## config.mk

```make
export PLATFORM = sky130hd
export DESIGN_NAME = cmd_dispatch
export DESIGN_NICKNAME = d
export VERILOG_FILES = /design/src/rtl/cmd_dispatch_pkg.sv /design/src/rtl/cmd_fifo.sv /design/src/rtl/cmd_dispatch.sv
export SDC_FILE = /design/constraint.sdc
export NUM_CORES = 1
export LEC_CHECK = 0
export ABC_CLOCK_PERIOD_IN_PS = 6200
export BUFFER_PORTS_ARGS = -buffer_cell sky130_fd_sc_hd__buf_4
export CORE_ASPECT_RATIO = 1.5
export CORE_UTILIZATION = 60
export CTS_CLUSTER_DIAMETER = 80
export DETAILED_ROUTE_END_ITERATION = 10
export PLACE_DENSITY = 0.8
export SKIP_LAST_GASP = 1
export SLEW_MARGIN = 10
export SYNTH_ARGS = -nofsm -noshare
export SYNTH_HDL_FRONTEND = slang
export SYNTH_HIERARCHICAL = 1
export SYNTH_SLANG_ARGS = --single-unit
```

## constraint.sdc

```tcl
create_clock -name clk -period 6.2 [get_ports clk]
set_input_delay 0.31 -clock clk [delete_from_list [all_inputs] [get_ports clk]]
set_output_delay 0.31 -clock clk [all_outputs]
set_load 0.02 [all_outputs]
```

## src/rtl/cmd_dispatch_pkg.sv

```systemverilog
// Shared command header: opcode encodings, widths and slot record used by cmd_dispatch.
package cmd_dispatch_pkg;

  localparam int unsigned CMD_W   = 3;
  localparam int unsigned ARG_W   = 32;
  localparam int unsigned ENTRY_W = CMD_W + ARG_W;
  localparam int unsigned DROP_W  = 16;

  typedef enum logic [CMD_W-1:0] {
    CMD_NOP     = 3'd0,
    CMD_STEP    = 3'd1,
    CMD_LOAD    = 3'd2,
    CMD_ADVANCE = 3'd3,
    CMD_PAUSE   = 3'd4,
    CMD_RUN     = 3'd5,
    CMD_CLEAR   = 3'd6,
    CMD_RESET   = 3'd7
  } cmd_op_e;

  typedef struct packed {
    logic             full;
    logic [CMD_W-1:0] cmd;
    logic [ARG_W-1:0] arg0;
  } slot_t;

  function automatic logic [ARG_W-1:0] sat_add_arg(input logic [ARG_W-1:0] a,
                                                   input logic [ARG_W-1:0] b);
    logic [ARG_W:0] s;
    s = {1'b0, a} + {1'b0, b};
    return s[ARG_W] ? '1 : s[ARG_W-1:0];
  endfunction

  function automatic logic [DROP_W-1:0] sat_add_drop(input logic [DROP_W-1:0] a,
                                                     input logic [1:0]        n);
    logic [DROP_W:0] s;
    s = {1'b0, a} + {{(DROP_W-1){1'b0}}, n};
    return s[DROP_W] ? '1 : s[DROP_W-1:0];
  endfunction

endpackage

```

## src/rtl/cmd_fifo.sv

```systemverilog
// Show-ahead FIFO with wrap-around pointers; head reads as zero while empty.
module cmd_fifo #(
  parameter  int unsigned DEPTH = 4,
  parameter  int unsigned WIDTH = 35,
  localparam int unsigned PW    = $clog2(DEPTH),
  localparam int unsigned CW    = PW + 1
) (
  input  logic             clk,
  input  logic             reset,
  input  logic             push_i,
  input  logic [WIDTH-1:0] push_data_i,
  input  logic             pop_i,
  output logic [WIDTH-1:0] head_o,
  output logic             full_o,
  output logic             empty_o,
  output logic [CW-1:0]    count_o
);

  logic [WIDTH-1:0] mem_q [DEPTH];
  logic [PW-1:0]    wr_ptr_q, wr_ptr_d;
  logic [PW-1:0]    rd_ptr_q, rd_ptr_d;
  logic [CW-1:0]    count_q, count_d;
  logic             do_push, do_pop;

  assign full_o  = (count_q == CW'(DEPTH));
  assign empty_o = (count_q == '0);
  assign count_o = count_q;
  assign head_o  = empty_o ? '0 : mem_q[rd_ptr_q];

  assign do_push = push_i && !full_o;
  assign do_pop  = pop_i && !empty_o;

  always_comb begin
    wr_ptr_d = wr_ptr_q;
    rd_ptr_d = rd_ptr_q;
    count_d  = count_q + CW'(do_push) - CW'(do_pop);
    if (do_push) wr_ptr_d = wr_ptr_q + PW'(1);
    if (do_pop)  rd_ptr_d = rd_ptr_q + PW'(1);
  end

  always_ff @(posedge clk or posedge reset) begin
    if (reset) begin
      wr_ptr_q <= '0;
      rd_ptr_q <= '0;
      count_q  <= '0;
    end else begin
      wr_ptr_q <= wr_ptr_d;
      rd_ptr_q <= rd_ptr_d;
      count_q  <= count_d;
    end
  end

  // Storage is not reset; entries are only visible through a non-zero count.
  always_ff @(posedge clk) begin
    if (do_push) mem_q[wr_ptr_q] <= push_data_i;
  end

endmodule

```

## src/rtl/cmd_dispatch.sv

```systemverilog
// Two-source command dispatcher: per-source holding slots feeding a show-ahead FIFO.
// Optional CMD_DISPATCH_COALESCE_EN merges back-to-back CMD_ADVANCE strobes in slot B.
module cmd_dispatch
  import cmd_dispatch_pkg::*;
#(
  parameter int unsigned DEPTH = 4
) (
  input  logic              clk,
  input  logic              reset,
  input  logic [CMD_W-1:0]  a_cmd,
  input  logic [ARG_W-1:0]  a_arg0,
  input  logic              a_valid,
  input  logic [CMD_W-1:0]  b_cmd,
  input  logic [ARG_W-1:0]  b_arg0,
  input  logic              b_valid,
  output logic [CMD_W-1:0]  out_cmd,
  output logic [ARG_W-1:0]  out_arg0,
  output logic              out_valid,
  input  logic              out_ready,
  output logic [DROP_W-1:0] drop_count,
  output logic              busy
);

  localparam int unsigned CW = $clog2(DEPTH) + 1;

  slot_t               slot_a_q, slot_a_d;
  slot_t               slot_b_q, slot_b_d;
  logic [DROP_W-1:0]   drop_q, drop_d;
  logic [1:0]          drops;
  logic                xfer_a, xfer_b;
  logic                fifo_full, fifo_empty;
  logic [CW-1:0]       fifo_count;
  logic [ENTRY_W-1:0]  push_data, head;

  // Source A has priority; at most one slot moves into the FIFO per cycle.
  assign xfer_a    = !fifo_full && slot_a_q.full;
  assign xfer_b    = !fifo_full && !slot_a_q.full && slot_b_q.full;
  assign push_data = xfer_a ? {slot_a_q.cmd, slot_a_q.arg0}
                            : {slot_b_q.cmd, slot_b_q.arg0};

  always_comb begin
    slot_a_d = slot_a_q;
    slot_b_d = slot_b_q;
    drops    = 2'd0;
    if (xfer_a) slot_a_d.full = 1'b0;
    if (xfer_b) slot_b_d.full = 1'b0;

    if (a_valid) begin
      if (!slot_a_d.full) slot_a_d = '{full: 1'b1, cmd: a_cmd, arg0: a_arg0};
      else                drops    = drops + 2'd1;
    end

    if (b_valid) begin
      if (!slot_b_d.full) begin
        slot_b_d = '{full: 1'b1, cmd: b_cmd, arg0: b_arg0};
      end else begin
`ifdef CMD_DISPATCH_COALESCE_EN
        if (b_cmd == CMD_ADVANCE && slot_b_q.cmd == CMD_ADVANCE)
          slot_b_d.arg0 = sat_add_arg(slot_b_q.arg0, b_arg0);
        else
          drops = drops + 2'd1;
`else
        drops = drops + 2'd1;
`endif
      end
    end

    drop_d = sat_add_drop(drop_q, drops);
  end

  always_ff @(posedge clk or posedge reset) begin
    if (reset) begin
      slot_a_q <= '0;
      slot_b_q <= '0;
      drop_q   <= '0;
    end else begin
      slot_a_q <= slot_a_d;
      slot_b_q <= slot_b_d;
      drop_q   <= drop_d;
    end
  end

  cmd_fifo #(
    .DEPTH (DEPTH),
    .WIDTH (ENTRY_W)
  ) u_fifo (
    .clk         (clk),
    .reset       (reset),
    .push_i      (xfer_a || xfer_b),
    .push_data_i (push_data),
    .pop_i       (out_ready),
    .head_o      (head),
    .full_o      (fifo_full),
    .empty_o     (fifo_empty),
    .count_o     (fifo_count)
  );

  assign out_valid  = !fifo_empty;
  assign out_cmd    = head[ENTRY_W-1:ARG_W];
  assign out_arg0   = head[ARG_W-1:0];
  assign drop_count = drop_q;
  assign busy       = slot_a_q.full || slot_b_q.full || (fifo_count != '0);

endmodule
```

**After elaboration in Yosys (flattened, before gate mapping)**

Memory sizes are Yosys's and may differ from the RTL's.
Cells that the tools add are included.
Widths: inputs -> output; s select.

- Bitwise logic cells: 2
- Equal/unequal tests: 1
- Reduce and logical (&&, ||, !) cells: 15
- Add/subtract/negate cells: 6
- Muxes and demuxes: 15

Operators with widths:

| kind | count |
|---|---|
| $mux 35 | 4 |
| $mux 36 | 2 |
| $add 16x2->17 | 1 |
| $mux 16 | 1 |
| $add 2x1->2 const B | 3 |
| $mux 1 | 6 |
| $logic_and 1x1->1 | 5 |
| $mux 2 | 2 |
| $reduce_and 2->1 | 2 |
| $add 3x1->3 | 1 |
| $eq 3x3->1 const B | 1 |
| $logic_not 1->1 | 3 |
| $logic_not 3->1 | 1 |
| $logic_or 1x1->1 | 3 |
| $reduce_bool 3->1 | 1 |
| $sub 3x1->3 | 1 |
| $not 1->1 | 2 |

- Bits in writable memories: 140
- Word-level logic and storage cells: 50
- Memories: 1
- Flip-flop bits (word level): 95
- Output and inout bits: 53

Memory list:

| memory | words | bits a word | read ports | clocked after Yosys merged registers in | write ports | RTL line | text |
|---|---|---|---|---|---|---|---|
| u_fifo.mem_q | 4 | 35 | 1 | 0 | 1 | cmd_fifo.sv:19 | `logic [WIDTH-1:0] mem_q [DEPTH];` |

**Longest topological paths before layout**

- Word-level depth: 11
- Mapped depth: 12
- Depth with buffers taken out: 12

**Cells and area by module**

The synthesis kept the hierarchy.

By module, submodules not included:

| module | area an instance (um^2) | cells an instance | sequential area each (um^2) | times used |
|---|---|---|---|---|
| cmd_fifo | 5745.5 | 259 | 4379.2 | 1 |
| cmd_dispatch | 3958.8 | 288 | 2202.1 | 1 |

**Worst setup path after synthesis**

No wires, ideal clock.

- Path type: register to register
- Start point: reg u_fifo.count_q[1] (netlist: u_fifo/count_o[1])
- End point: reg drop_q[14] (netlist: drop_count[14])
- Setup slack: 2993 ps
- Arrival time: 3082 ps
- Required time: 6075 ps
- Period minus slack after synthesis: 3207 ps
- Cell stages (with the launch flop): 13
- Path through: dfrtp_1 -> nor3b_1 -> o21ai_0 -> inv_1 -> ha_1 -> mux2_2 -> ha_1 -> inv_1 -> fa_1 -> nand3b_1 -> nor4_1 -> nand3_1 -> mux2_2

- Cells in the longest elaborated chain, start to end: 11

RTL lines:

| element | RTL line | text |
|---|---|---|
| start, declared | cmd_fifo.sv:22 | `logic [CW-1:0] count_q, count_d;` |
| start signal, assigned | cmd_fifo.sv:49 | `count_q <= count_d;` |
| $eq 3x3->1 * | cmd_fifo.sv:25 | `assign full_o = (count_q == CW'(DEPTH));` |
| named net fifo_full | cmd_dispatch.sv:31 | `logic fifo_full, fifo_empty;` |
| $logic_not 1->1 * | cmd_dispatch.sv:36, cmd_dispatch.sv:37 |  |
| $logic_and 1x1->1 | cmd_dispatch.sv:36 | `assign xfer_a = !fifo_full && slot_a_q.full;` |
| $mux 1 | cmd_dispatch.sv:45 | `if (xfer_a) slot_a_d.full = 1'b0;` |
| $mux 1 | cmd_dispatch.sv:49 | `if (!slot_a_d.full) slot_a_d = '{full: 1'b1, cmd: a_cmd, arg0: a_arg0};` |
| $mux 1 | cmd_dispatch.sv:48 | `if (a_valid) begin` |
| $add 2x1->2 | cmd_dispatch.sv:63 | `drops = drops + 2'd1;` |
| $mux 2 | cmd_dispatch.sv:54 | `if (!slot_b_d.full) begin` |
| $mux 2 * | cmd_dispatch.sv:53 | `if (b_valid) begin` |
| $add 16x2->17 * | cmd_dispatch_pkg.sv:36 | `s = {1'b0, a} + {{(DROP_W-1){1'b0}}, n};` |
| $mux 16 * | cmd_dispatch_pkg.sv:37 | `return s[DROP_W] ? '1 : s[DROP_W-1:0];` |
| named net drop_d[14] | cmd_dispatch.sv:28 | `logic [DROP_W-1:0] drop_q, drop_d;` |
| end signal, assigned | cmd_dispatch.sv:79 | `drop_q <= drop_d;` |
| end, declared | cmd_dispatch.sv:28 |  |

Mark *: on every way through the listed nets, which the timed path passes. The rest lies on a longest branch.
A chain may end at the register's enable or synchronous reset.

**Final worst setup path**

- Start point: reg u_fifo.count_q[2] (netlist: u_fifo/count_o[2])
- End point: reg drop_q[14] (netlist: drop_count[14])

Same word-level chain as after synthesis.

==> results.json <==
{
  "avgSynthCellArea_um2": 17.7,
  "synth_adder_area_share": 0.0157,
  "cts.reportedPaths.clkPinSlew_ps": 60,
  "endpoint_kind": "flip-flop",
  "final_common_cell": "edfxtp_1",
  "grt_pass1_vias": 5573,
  "fin_setup_tns_ps": 0,
  "antenna_found_initial": 0,
  "max_freq_mhz": 240,
  "total_power_uw": 6220,
  "crit_path_max_fanout": 7,
  "dp_cells": 856,
  "outcome": "finished clean",
  "die_height_um": 158,
  "finalNonFillerCells": 897,
  "synth_xor_area_frac": 0.00993,
  "cts_root_buffer": "clkbuf_16",
  "ys_seq_elements": 235,
  "die_width_um": 106,
  "core-area_um2": 15700,
  "p_leak_uw": 0.00457,
  "fin_crit_ps": 4170,
  "grt_max_degree": 89,
  "gp_congestion": 0.717,
  "cp.required_ps": 6580,
  "max-slew-margin-rel": 0.208,
  "clock_latency_ps": 490,
  "rows": 56,
  "report.final.slew_viol_count": 0,
  "yosysTopAreaCellShare": 0.433,
  "post-route-period-util": 0.672,
  "clock-sinks": 235,
  "yosysTopAreaCell": "edfxtp_1",
  "min_path_type": "in2reg",
  "ioPinCount": 128,
  "viasPerCell": 5.64,
  "cts-resized-gates": 0,
  "p_per_area_nw_per_um2": 538,
  "wire_per_inst_um": 19.8,
  "syn-cell-area_um2": 9700,
  "antenna_left": 0,
  "io_buffers": 127,
  "cts_made_buffers": 22,
  "startpoint_type": "flip-flop",
  "synth_simple_gate_area_frac": 0.0572,
  "synth_edf_count": 140,
  "drc_errors": 0,
  "final_nets": 764,
  "yosys_most_used_dff": "edfxtp_1",
  "hold_violations": 0,
  "synth-seq-area-share": 0.678,
  "slowest_stage": "nor3b_1",
  "finClkSkew_ps": 7.00,
  "worst_pin_slew_ps": 1190,
  "syn_nets": 633,
  "rsz0062_at_grt": "no",
  "fin_hold_ws_ps": 17.2,
  "synth-compound-area-share": 0.00786,
  "setup_viol": 0,
  "maxCapViolCount": 0,
  "grt_pass1_wl_um": 28400,
  "dp_hpwl_um": 11100,
  "synth.area.top_cells": "edfxtp_1, dfrtp_1, mux2_2",
  "layout_common_cells": "edfxtp_1, buf_4, mux2_2",
  "timing_worst_setup_path_type": "reg2reg",
  "diodes": 0,
  "start_util": 0.618,
  "worst-path-buf-inv": 2,
  "cts_buffer_depth": 3,
  "cts_tree": "built",
  "ys_types": 41,
  "yosysWarnings": 6,
  "path_cells": "nor3b_1 -> o21ai_0 -> inv_1 -> ha_1 -> mux2_2 -> ha_1 -> inv_1 -> fa_1 -> nand3b_1 -> nor4_1 -> nand3_1 -> mux2_2",
  "syn_to_final_growth_pct": 19.2,
  "vias": 5062,
  "htree_num_levels": 1,
  "grt-ovfl-total": 0,
  "synthesis.instances": 547,
  "dr.first_iter.drc_count": 193,
  "route.final.wire_length_um": 17800,
  "grt_util_all_layers": 0.222,
  "drive_gt1_frac": 0.451,
  "dr.pass1.iters": 4,
  "async_reset_ff_frac": 0.404,
  "ir_drop_v": 0.000320,
  "synth.area.mux_share": 0.208,
  "synth_top_family_by_area": "multiplexers",
  "arrival_ps": 4540,
  "critPathTopFamily": "simple AND/OR/NAND/NOR gates",
  "cpPeakStageDelay_ps": 910,
  "dieArea_um2": 16700
}
## metrics by stage
| step | setup slack (ps) | util | instance area, µm² |
|---|---|---|---|
| 2_1_floorplan | 2990 | - | 9700 |
| 4_1_cts | 2080 | 0.737 | 11600 |
| 5_1_grt | 1760 | 0.737 | 11600 |
| 6_report | 2030 | 0.737 | 11600 |
| 3_3_place_gp | 2310 | 0.689 | 10800 |
| 3_5_place_dp | 2080 | 0.689 | 10800 |
## metal layers
layer | share of wire | wire [µm] | GRT usage | up-vias
met2 | 0.56 | 9890 | 0.415 | 113
li1 | - | - | - | 2311
met1 | 0.39 | 6910 | 0.268 | 2613
met3 | 0.040 | 710 | 0.0309 | 25
met4 | 0.016 | 282 | 0.0595 | 0
met5 | 0 | 0 | 0 | -
## power breakdown
group / switching [µW] / internal, µW
Sequential: 273 / 2420
Clock: 541 / 824
Combinational: 1130 / 1030
Total: 1950 / 4270
## flip-flops by register name (all words and copies together), names as in the netlist
register	flops
drop_count	16
slot_a_q	36
slot_b_q	36
u_fifo/count_o	3
u_fifo/mem_q	140
u_fifo/rd_ptr_q	2
u_fifo/wr_ptr_q	2
## kinds of logic after synthesis
family | count (synthesis)
and+or+nand+nor | 95
DFF | 235
muxes | 143
xor gates and xnor gates | 11
buffers and inverters | 39
adders and majority gates | 11
AOI/OAI and AO/OA | 13
## worst paths after layout
kind                                   start                  to  slack (ps)  cells past startpoint
min in group asynchronous              reset  u_fifo/wr_ptr_q[1]         340                      3
hold / removal                       a_valid        slot_a_q[35]          20                      2
setup reg to reg           u_fifo/count_o[2]      drop_count[14]        2030                     12
setup / recovery           u_fifo/count_o[2]      drop_count[14]        2030                     12
max in group asynchronous              reset        slot_b_q[15]        5110                      3
hold reg to reg                 slot_b_q[30]        slot_b_q[30]         500                      1
## cells in the mapped netlist (3+ instances only)
master / count
nand3_1: 5
mux4_2: 30
clkbuf_1: 5
nor2_1: 8
buf_2: 13
xnor2_1: 6
o21ai_0: 5
dfrtp_1: 95
mux4_1: 5
nor2b_1: 36
nand2b_1: 3
xor2_1: 5
and2_1: 4
buf_6: 3
edfxtp_1: 140
nand2_1: 16
mux2_2: 108
a21oi_1: 3
nor3_1: 3
inv_1: 15
or3_1: 3
ha_1: 9
## worst register-to-register path, delay by kind of cell, from the launching register on
kind                     cells  cell delay [ps]
AND/OR/NAND/NOR              4             1940
adder cells (fa/ha/maj)      3              700
flip-flops                   1              460
multiplexers                 2              430
AO/OA/AOI/OAI                1              340
buffers and inverters        2              190
## timing repair
action,in CTS,in global routing
hold buffers,1,0
buffers inserted,0,0
hold endpoints to repair,7,0
## final cells by class
class                           instances  area (µm²)
Inverter                               15        61.3
Tap cell                              203         254
Fill cell                            1027        4130
Sequential cell                       235        6580
Clock buffer                           29         618
Timing Repair Buffer                  131         986
Multi-Input combinational cell        273        2940
Clock inverter                         11         125
(Power assumes the default switching activity.)
